### config.mk
export PLATFORM = sky130hd
export DESIGN_NAME = step_counter
export DESIGN_NICKNAME = d
export VERILOG_FILES = /design/src/rtl/step_counter_pkg.sv /design/src/rtl/step_counter_nbit_addsub.sv /design/src/rtl/step_counter.sv
export SDC_FILE = /design/constraint.sdc
export NUM_CORES = 1
export LEC_CHECK = 0
export CORE_UTILIZATION = 40
export DETAILED_ROUTE_END_ITERATION = 7
export HOLD_SLACK_MARGIN = 0.03
export PLACE_DENSITY = 0.7
export SYNTH_ARGS = -nofsm -noshare
export SYNTH_HDL_FRONTEND = slang
export SYNTH_SLANG_ARGS = --single-unit
### constraint.sdc
create_clock -name clk -period 4.8 [get_ports clk]
set_clock_uncertainty 0.2 [all_clocks]
set_input_delay 0.96 -clock clk [delete_from_list [all_inputs] [get_ports clk]]
set_output_delay 0.96 -clock clk [all_outputs]
set_load 0.02 [all_outputs]
### src/rtl/step_counter_pkg.sv
// Shared encodings and helpers for the step_counter event/address counter.
package step_counter_pkg;

   localparam logic MODE_WRAP = 1'b0;
   localparam logic MODE_SAT  = 1'b1;
   localparam logic DIR_UP    = 1'b0;
   localparam logic DIR_DOWN  = 1'b1;

   // All-ones value of a count of the given width (1..32).
   function automatic logic [31:0] max_val(input int width);
      logic [32:0] one_hot;
      one_hot = 33'd1 << width;
      return 32'(one_hot - 33'd1);
   endfunction

endpackage

### src/rtl/step_counter_nbit_addsub.sv
// nbit_addsub: combinational WIDTH-bit add/subtract with carry (add) or borrow (subtract) out.
module nbit_addsub #(
   parameter int WIDTH = 8
) (
   input  logic [WIDTH-1:0] a,
   input  logic [WIDTH-1:0] b,
   input  logic             sub,
   output logic [WIDTH-1:0] sum,
   output logic             cout
);

   logic [WIDTH-1:0] b_eff;
   logic [WIDTH:0]   result;

   // Subtract as a + ~b + 1; the raw carry-out is then the inverse of the borrow.
   assign b_eff  = b ^ {WIDTH{sub}};
   assign result = {1'b0, a} + {1'b0, b_eff} + {{WIDTH{1'b0}}, sub};
   assign sum    = result[WIDTH-1:0];
   assign cout   = result[WIDTH] ^ sub;

endmodule

### src/rtl/step_counter.sv
// Registered up/down step counter with wrap or saturate, carry pulse and sticky status.
// Optional prescaler enabled by defining STEP_COUNTER_PRESCALE_EN.
module step_counter
   import step_counter_pkg::*;
#(
   parameter int WIDTH  = 8,
   parameter int STEP_W = 4
`ifdef STEP_COUNTER_PRESCALE_EN
   ,
   parameter int PRESCALE = 4
`endif
) (
   input  logic              clk,
   input  logic              rst_n,
   input  logic              en,
   input  logic              dir,
   input  logic [STEP_W-1:0] step,
   input  logic              mode,
   input  logic              load,
   input  logic [WIDTH-1:0]  load_val,
   input  logic              stat_clr,
   output logic [WIDTH-1:0]  count,
   output logic              carry,
   output logic              stat,
   output logic              at_limit
);

   generate
      if (WIDTH < 2 || WIDTH > 32) begin : g_bad_width
         $fatal(1, "step_counter: WIDTH must be in 2..32");
      end
      if (STEP_W < 1 || STEP_W > WIDTH) begin : g_bad_step_w
         $fatal(1, "step_counter: STEP_W must be in 1..WIDTH");
      end
   endgenerate

   localparam logic [WIDTH-1:0] ALL_ONES = WIDTH'(max_val(WIDTH));

   logic [WIDTH-1:0] count_reg, count_next;
   logic             carry_reg, carry_next;
   logic             stat_reg, stat_next;
   logic [WIDTH-1:0] step_ext;
   logic [WIDTH-1:0] sum;
   logic             ovf;
   logic             advance;

   assign step_ext = WIDTH'(step);

   nbit_addsub #(
      .WIDTH(WIDTH)
   ) u_addsub (
      .a    (count_reg),
      .b    (step_ext),
      .sub  (dir == DIR_DOWN),
      .sum  (sum),
      .cout (ovf)
   );

`ifdef STEP_COUNTER_PRESCALE_EN
   generate
      if (PRESCALE < 1) begin : g_bad_prescale
         $fatal(1, "step_counter: PRESCALE must be >= 1");
      end
   endgenerate

   localparam int PRE_W = (PRESCALE > 1) ? $clog2(PRESCALE) : 1;

   logic [PRE_W-1:0] pre_reg, pre_next;
   logic             tick;

   // Only enabled cycles move the prescaler; a load restarts the spacing.
   assign tick = (pre_reg == PRE_W'(PRESCALE - 1));

   always_comb begin
      pre_next = pre_reg;
      if (load) begin
         pre_next = '0;
      end else if (en) begin
         pre_next = tick ? '0 : pre_reg + PRE_W'(1);
      end
   end

   always_ff @(posedge clk or negedge rst_n) begin
      if (!rst_n) begin
         pre_reg <= '0;
      end else begin
         pre_reg <= pre_next;
      end
   end

   assign advance = en && !load && tick;
`else
   assign advance = en && !load;
`endif

   always_comb begin
      count_next = count_reg;
      carry_next = 1'b0;
      stat_next  = stat_reg;
      if (stat_clr) begin
         stat_next = 1'b0;
      end
      if (load) begin
         count_next = load_val;
      end else if (advance) begin
         carry_next = ovf;
         count_next = sum;
         // A new overflow outranks a simultaneous stat_clr.
         if (ovf) begin
            stat_next = 1'b1;
            if (mode == MODE_SAT) begin
               count_next = (dir == DIR_DOWN) ? '0 : ALL_ONES;
            end
         end
      end
   end

   always_ff @(posedge clk or negedge rst_n) begin
      if (!rst_n) begin
         count_reg <= '0;
         carry_reg <= 1'b0;
         stat_reg  <= 1'b0;
      end else begin
         count_reg <= count_next;
         carry_reg <= carry_next;
         stat_reg  <= stat_next;
      end
   end

   assign count    = count_reg;
   assign carry    = carry_reg;
   assign stat     = stat_reg;
   assign at_limit = (dir == DIR_UP) ? (count_reg == ALL_ONES) : (count_reg == '0);

endmodule

Word level (Yosys, flattened, before mapping)
Index checks and enable logic that the tools add are counted.
{"block": "totals", "register_bits": 10, "word_cells": 24, "in_bits": 19}
{"block": "classes", "bitwise_logic": 2, "add_sub_neg": 2, "muxes": 12, "n_reduce_logical": 4, "n_eq_ne": 1}
{"operator": "$mux 8", "n": 5}
{"operator": "$add 8x8->9", "n": 1}
{"operator": "$add 9x1->9", "n": 1}
{"operator": "$eq 8x8->1 const B", "n": 1}
{"operator": "$logic_not 8->1", "n": 1}
{"operator": "$xor 4x8->8", "n": 1}
{"operator": "$mux 1", "n": 7}
{"operator": "$reduce_bool 2->1", "n": 1}
{"operator": "$logic_and 1x1->1", "n": 1}
{"operator": "$logic_not 1->1", "n": 1}
{"operator": "$xor 1x1->1", "n": 1}

Depth between registers and ports, before layout
Gate-level depths: netlist of run 1.
{"block": "depth", "ltp_word": 7, "depth_mapped": 10}

Cells and area by module
From an unflattened synthesis of run 1, not the netlist that was laid out.
{"block": "unflattened", "cells_unflattened": 105, "area_unflattened_um2": 1002.2}
{"module": "step_counter", "seq_area_each_um2": 250.2, "area_per_inst_um2": 599.3, "instances": 1, "cells_each": 60}
{"module": "nbit_addsub", "seq_area_each_um2": 0.0, "area_per_inst_um2": 402.9, "instances": 1, "cells_each": 45}

Worst setup path after synthesis of run 1
Ideal clock, no wire load.
{"block": "synth_timing", "path_kind": "in2reg", "from": "input dir", "to": "register count_reg[3], in the netlist count[3]", "path_stages": 10, "path_buffers": 2, "arrival_time_ns": 2.731, "required_ns": 4.474, "setup_slack_ns": 1.743, "path_cell_list": "buf_6 -> mux2i_2 -> inv_2 -> fa_1 -> a211oi_2 -> o211ai_2 -> and4b_1 -> buf_2 -> a211oi_1 -> o21ai_1"}
{"block": "synth_via", "elab_chain_len": 7, "elab_cells_between_ends": 9, "classes_between": "add/sub: 2; mux: 5; bitwise: 2"}
{"item": "start: declaration", "line_no": "step_counter.sv:16", "source": "input logic dir,"}
{"item": "$xor 4x8->8", "line_no": "step_counter_nbit_addsub.sv:16", "source": "assign b_eff = b ^ {WIDTH{sub}};"}
{"item": "$add 8x8->9", "line_no": "step_counter_nbit_addsub.sv:17", "source": "assign result = {1'b0, a} + {1'b0, b_eff} + {{WIDTH{1'b0}}, sub};"}
{"item": "$add 9x1->9", "line_no": "step_counter_nbit_addsub.sv:17"}
{"item": "$mux 8 or $xor 1x1->1 (tied branches)", "line_no": "step_counter.sv:111, step_counter_nbit_addsub.sv:19"}
{"item": "$mux 8 (*)", "line_no": "step_counter.sv:109", "source": "if (ovf) begin"}
{"item": "$mux 8 (*)", "line_no": "step_counter.sv:105", "source": "end else if (advance) begin"}
{"item": "$mux 8 (*)", "line_no": "step_counter.sv:103", "source": "if (load) begin"}
{"item": "end signal: assignment", "line_no": "step_counter.sv:124", "source": "count_reg <= count_next;"}
{"item": "end: declaration", "line_no": "step_counter.sv:39", "source": "logic [WIDTH-1:0] count_reg, count_next;"}
Mark *: on every way between the ends. The rest lies on a longest branch, timed or not. The select of a mux whose other input is x is not followed.
A chain may end at the register's enable or synchronous reset.

Worst setup path after layout of run 1
{"block": "layout_timing", "from": "input dir", "to": "output at_limit"}
{"block": "layout_via", "elab_chain_len": 1}
{"item": "$mux 1", "line_no": "step_counter.sv:133", "source": "assign at_limit = (dir == DIR_UP) ? (count_reg == ALL_ONES) : (count_reg == '0);"}
{"item": "end: declaration", "line_no": "step_counter.sv:25", "source": "output logic at_limit"}
Every way passes these cells.

==> flow_summary.ini, run 1 <==
[cts]
cts_htree_levels = 1
cts.path.max_buffers = 2
ctsHoldBuffers = 0
cts_made_buffers = 3
cts_sinks = 10
clk_latency_ns = 0.26
clk_pin_slew_ns = 0.06
cts_resized = 0
cts-root-buf = clkbuf_4
cts_tree = built
post_cts_buffers = 0

[synthesis]
synth-seq-area-share = 0.2484
synth_top_family_by_area = compound AO/OA/AOI/OAI gates
synth_mux_area_frac = 0.01366
syn-cell-area_sq_mm = 0.001007
synthSimpleGateAreaFrac = 0.2422
netlist.area_leader.share = 0.2484
synth_top_cell_by_area = dfrtp_1
synth_area_per_cell_sq_um = 8.464
async_flop_share = 1.000
synth_compound_area_frac = 0.2733
syn_nets = 146
synth_area_leaders = dfrtp_1, ha_1, nor3b_1
ys_types = 42
synth_edf_count = 0
synth_adder_area_share = 0.1068
synth_warnings = 0
synthXorXnorAreaFrac = 0.06957
synth_seq_cells = 10
syn_inst = 119
synth_ff_type = dfrtp_1

[hold_path]
hold_path_class = register to register
worstHoldStart = stat$_DFF_PN0_
min_path_cells = 2

[grt]
grt_pass1_vias = 966
grt_usage = 0.2043
globalRouteOverflowTotal = 0
grt_first_pass_wirelength_mm = 4.133
grt_max_degree = 18
antenna_found_initial = 0

[setup_path]
cp-end-kind = output pin
cp_data_required_time_ns = 3.64
crit_top_cell = clkdlybuf4s50_1
worstPathCellList = clkdlybuf4s50_1 -> nor4_1 -> a41o_1 -> clkdlybuf4s50_1
slowest_delay_ns = 0.69
crit_fanout = 13
path_class = input port to output pin
rr_worst_depth = 8
slowest_stage = clkdlybuf4s50_1
cp.arrival_ns = 2.75
cp-start-kind = input port
worstSetupStartpoint = dir
r2r_start = count[0]$_DFFE_PN0P_

[detailed_routing]
ant_nets = 0
first_pass_iters = 4
drt-initial-drc-count = 33
detail_route.wl_per_cell_um = 13.77
vias = 1029
viasPerCell = 5.914
drt_wl_total_mm = 2.396
remaining_drc_errors = 0

[floorplan]
ioPinCount = 30
die_area_sq_mm = 0.002723
core_area_sq_mm = 0.002297
die_h_um = 52.18
fp.dieW_um = 52.18
start_util = 0.4385
num_rows = 17

[final_layout]
syn_to_final_growth_pct = 31.80
stdcell_area_sq_mm = 0.001328
layout-drive-gt1-share = 0.06849
largest_reg_flops = 8
nNetsFinal = 175
antenna_cells = 0

[placement]
place_area_sq_mm = 0.001305
place.gp.congestion = 0.8582
io_buffers = 29
detailed_place_hpwl_mm = 1.962
place_ws_ns = 0.8707

[sta]
post-route-period-util = 0.8146
report.final.slew_viol_count = 0
final_hold_viol_count = 0
rsz0062_at_grt = false
setup_ws_ns = 0.8897
fmax_mhz = 255.7
setup_tns_ns = 0
slew-limit-headroom = 0.6360
final.min_clock_period_ns = 3.910
final-setup-viol-count = 0
worst_pin_slew_ns = 0.5443
holdWs_ns = 0.3360

[power]
p_switching_mw = 0.1854
clkPwrFrac = 0.123
seq_power_share = 0.282
peakVddDrop_uv = 162.9
leakage_nw = 0.5374
power_density_mw_per_mm2 = 327.9
power_mw = 0.4353
swShare = 0.4260
p_comb_frac = 0.594
power.internal_mw = 0.2499

[run]
drv_cap = 0

[run_status]
status = finished, final reports clean
==> cell families after synthesis <==
family / Yosys count
buffers and inverters: 10
AND/OR/NAND/NOR: 43
AO/OA/AOI/OAI: 39
XOR/XNOR: 8
multiplexers: 1
adder cells (fa/ha/maj): 8
flip-flops: 10
==> synth_stat cells (4+ instances only) <==
master    instances
a21oi_1          11
dfrtp_1          10
ha_1              7
inv_1             4
nand2_1           6
nand2b_1          4
nor2_1            7
nor3_1            6
nor3b_1           9
o21ai_0           4
o21ai_1           7
xor2_1            6
==> worst paths after layout <==
check,to,slack [ns]
setup / recovery,at_limit,0.89
hold / removal,stat$_DFF_PN0_,0.34
setup reg to reg,count[4]$_DFFE_PN0P_,2.17
hold reg to reg,stat$_DFF_PN0_,0.34
max in group asynchronous,stat$_DFF_PN0_,3.30
min in group asynchronous,count[0]$_DFFE_PN0P_,0.80
==> layout by cell type (no fill, tap or decap), types with 2 or more instances in the layout <==
cell,netlist,final
dfrtp_1,10,10
nand2b_1,4,4
nand2_1,6,6
nor2_1,7,7
nand3_1,3,3
a21o_1,2,2
o21ai_1,7,7
ha_1,7,7
xor2_1,6,6
nor4_1,2,2
clkbuf_4,0,3
nor3_1,6,6
clkdlybuf4s50_1,0,29
a21oi_1,11,11
o21ai_0,4,4
inv_1,4,4
xnor2_1,2,2
o22ai_1,2,2
nor3b_1,9,9
==> final cells by class <==
type / count / area [sq um]
clock buffers: 3 / 22.52
fillers: 223 / 969.7
well taps: 28 / 35.03
multi-input cells: 99 / 710.7
inverters: 5 / 18.77
repair buffers: 29 / 290.3
flip-flops and latches: 10 / 250.2
==> critical path, delay by kind of cell <==
family                 cells  cell delay (ns)
buffers and inverters      2             1.29
AND/OR/NAND/NOR            1             0.37
AO/OA/AOI/OAI              1             0.13
==> stage by stage <==
stage | util | cells
floorplan | - | 119
global route | 0.5779 | 174
finish | 0.5779 | 174
detailed placement | 0.5681 | 171
global placement | 0.5681 | 171
CTS | 0.5779 | 174
==> power by group through the flow <==
| stage | logic (mW) | registers (mW) | clock network, mW |
|---|---|---|---|
| finish | 0.259 | 0.123 | 0.0537 |
| floorplan | 0.163 | 0.135 | 0 |
| global route | 0.288 | 0.124 | 0.0576 |
| detailed placement | 0.257 | 0.124 | 0 |
| CTS | 0.258 | 0.122 | 0.0562 |
| global placement | 0.252 | 0.124 | 0 |
==> metal layers <==
layer | global-route usage | part of all wire | vias to the layer above
met5 | 0 | 0 | -
met4 | 0.07895 | 0.0096 | 0
met3 | 0.01739 | 0.056 | 4
met2 | 0.3632 | 0.46 | 35
met1 | 0.2531 | 0.48 | 488
li1 | - | - | 502
(Power assumes the default switching activity.)
==> run 2: changes to the inputs <==
PLACE_DENSITY = 0.72   (was 0.7)
clock period = 3.46 ns   (was 4.8 ns; I/O delays follow)
==> run 2 against run 1 <==
  * Largest power group unchanged
  * Utilization increased by 0.65 points
  * Clock-buffer cell count stayed put
  * Worst hold slack improved by 0.0031 ns
  * Via count decreased by 4.1%
  * Critical path type unchanged
  * Highest routed layer unchanged
  * Critical path depth up 1
  * Total power up 39%
  * Register-to-register slack got worse by 1.3 ns
  * Cell count rose by 1.1%
  * Clock power is 38% higher
  * Sequential share of layout area shrank 0.21 points
  * Sequential cell count stayed put
  * Routed wire length increased by 2.7%
==> flow_summary.ini, run 2 (same netlist as run 1, synthesis figures left out) <==
[sta]
fmax_mhz = 299.4
setup_tns_ns = 0
rsz0062_at_grt = false
worst_pin_slew_ns = 0.4983
final.min_clock_period_ns = 3.341
slew-limit-headroom = 0.6668
final-setup-viol-count = 0
report.final.slew_viol_count = 0
post-route-period-util = 0.9655
holdWs_ns = 0.3391
final_hold_viol_count = 0

[power]
power_mw = 0.6060
power_density_mw_per_mm2 = 451.4
leakage_nw = 0.5474
peakVddDrop_uv = 271.2

[setup_path]
path_class = input port to output pin
crit_fanout = 10
cp.depth = 5
r2r_start = count[0]$_DFFE_PN0P_
crit_buf_inv = 3
worstPathCellList = clkdlybuf4s50_1 -> buf_4 -> nor4_1 -> a41o_1 -> clkdlybuf4s50_1
cp-start-kind = input port
crit_top_cell = clkdlybuf4s50_1
slowest_delay_ns = 0.59
r2r_end = count[2]$_DFFE_PN0P_
critPathTopFamily = buffers and inverters
reg2reg_slack_ns = 0.83
cp-end-kind = output pin
slowest_stage = clkdlybuf4s50_1
cp.arrival_ns = 2.45
worstSetupStartpoint = dir
rr_worst_depth = 8
cp_data_required_time_ns = 2.57

[final_layout]
largest_reg_flops = 8
nNetsFinal = 177
final_cell_mix = clkdlybuf4s50_1, a21oi_1, dfrtp_1
syn_to_final_growth_pct = 33.29
layout-drive-gt1-share = 0.08108
final_cells = 176
multiInputGateArea_sq_um = 710.7
mostFrequentLayoutCell = clkdlybuf4s50_1
fillCellCount = 227
seqCellArea_sq_um = 250.2
fin_util = 0.5844
antenna_cells = 0

[cts]
cts.path.max_buffers = 2
clk_latency_ns = 0.26
cts_sinks = 10
cts_resized = 0
cts_made_buffers = 3
clk_pin_slew_ns = 0.06
post_cts_buffers = 0
cts-root-buf = clkbuf_4
ctsHoldBuffers = 0
cts_tree = built
cts_htree_levels = 1

[grt]
grt_first_pass_wirelength_mm = 4.112
grt_pass1_vias = 936
antenna_found_initial = 0
grt_usage = 0.2085
grt_max_degree = 18
globalRouteOverflowTotal = 0

[floorplan]
start_util = 0.4385
die_area_sq_mm = 0.002723
die_h_um = 52.18
fp.dieW_um = 52.18
ioPinCount = 30
num_rows = 17
core_area_sq_mm = 0.002297

[detailed_routing]
remaining_drc_errors = 0
ant_nets = 0
viasPerCell = 5.608
vias = 987
drt_wl_total_mm = 2.460
drt-initial-drc-count = 23
detail_route.wl_per_cell_um = 13.98
first_pass_iters = 4

[run_status]
status = finished, final reports clean

[hold_path]
holdPathEnd = stat$_DFF_PN0_
worstHoldStart = stat$_DFF_PN0_
hold_path_class = register to register
min_path_cells = 2

[placement]
dp_cells = 173
io_buffers = 29
detailed_place_hpwl_mm = 2.024
place.gp.congestion = 0.8592

[run]
drv_cap = 0
==> run 2: cell types whose count changed in the layout (fill, tap and decap cells not counted), sizes merged <==
| cell | before | now |
|---|---|---|
| buf | 0 | 2 |
==> run 2: area by class of cell <==
class | count | share of cell area
Inverter | 5 | 0.01398
Sequential cell | 10 | 0.1864
Clock buffer | 3 | 0.01678
Tap cell | 28 | 0.02610
Timing Repair Buffer | 31 | 0.2274
Multi-Input combinational cell | 99 | 0.5294
==> run 2: worst max path at each step <==
stage	endpoint
6_report	at_limit
5_1_grt	at_limit
3_5_place_dp	count[2]$_DFFE_PN0P_
2_1_floorplan	count[3]$_DFFE_PN0P_
4_1_cts	at_limit
3_3_place_gp	count[3]$_DFFE_PN0P_
==> run 2: through the flow <==
| step | area [sq um] | setup slack [ns] |
|---|---|---|
| after floorplan | 1007 | 0.6710 |
| after global placement | 1320 | 0.1216 |
| after detailed placement | 1320 | 0.03808 |
| after CTS | 1343 | 0.09904 |
| after global routing | 1343 | 0.02081 |
| final | 1343 | 0.1195 |
==> run 2: layer usage <==
metal  track usage  part of all wire  vias to the layer above
li1              -                 -                      506
met1        0.2513              0.46                      441
met2        0.3782              0.47                       36
met3       0.02029             0.055                        4
met4       0.07895             0.015                        0
met5             0                 0                        -
==> run 2: power breakdown <==
part	switching, mW	internal (mW)	total, mW	leakage [nW]
combinational	0.192	0.171	0.364	0.410
sequential	0.0307	0.138	0.169	0.124
clock	0.0341	0.0399	0.0739	0.0138
==> run 2: worst min-delay path, stage by stage (launching register included) <==
cell	delay [ns]
dfrtp_1	0.37
inv_1	0.06
o22ai_1	0.07
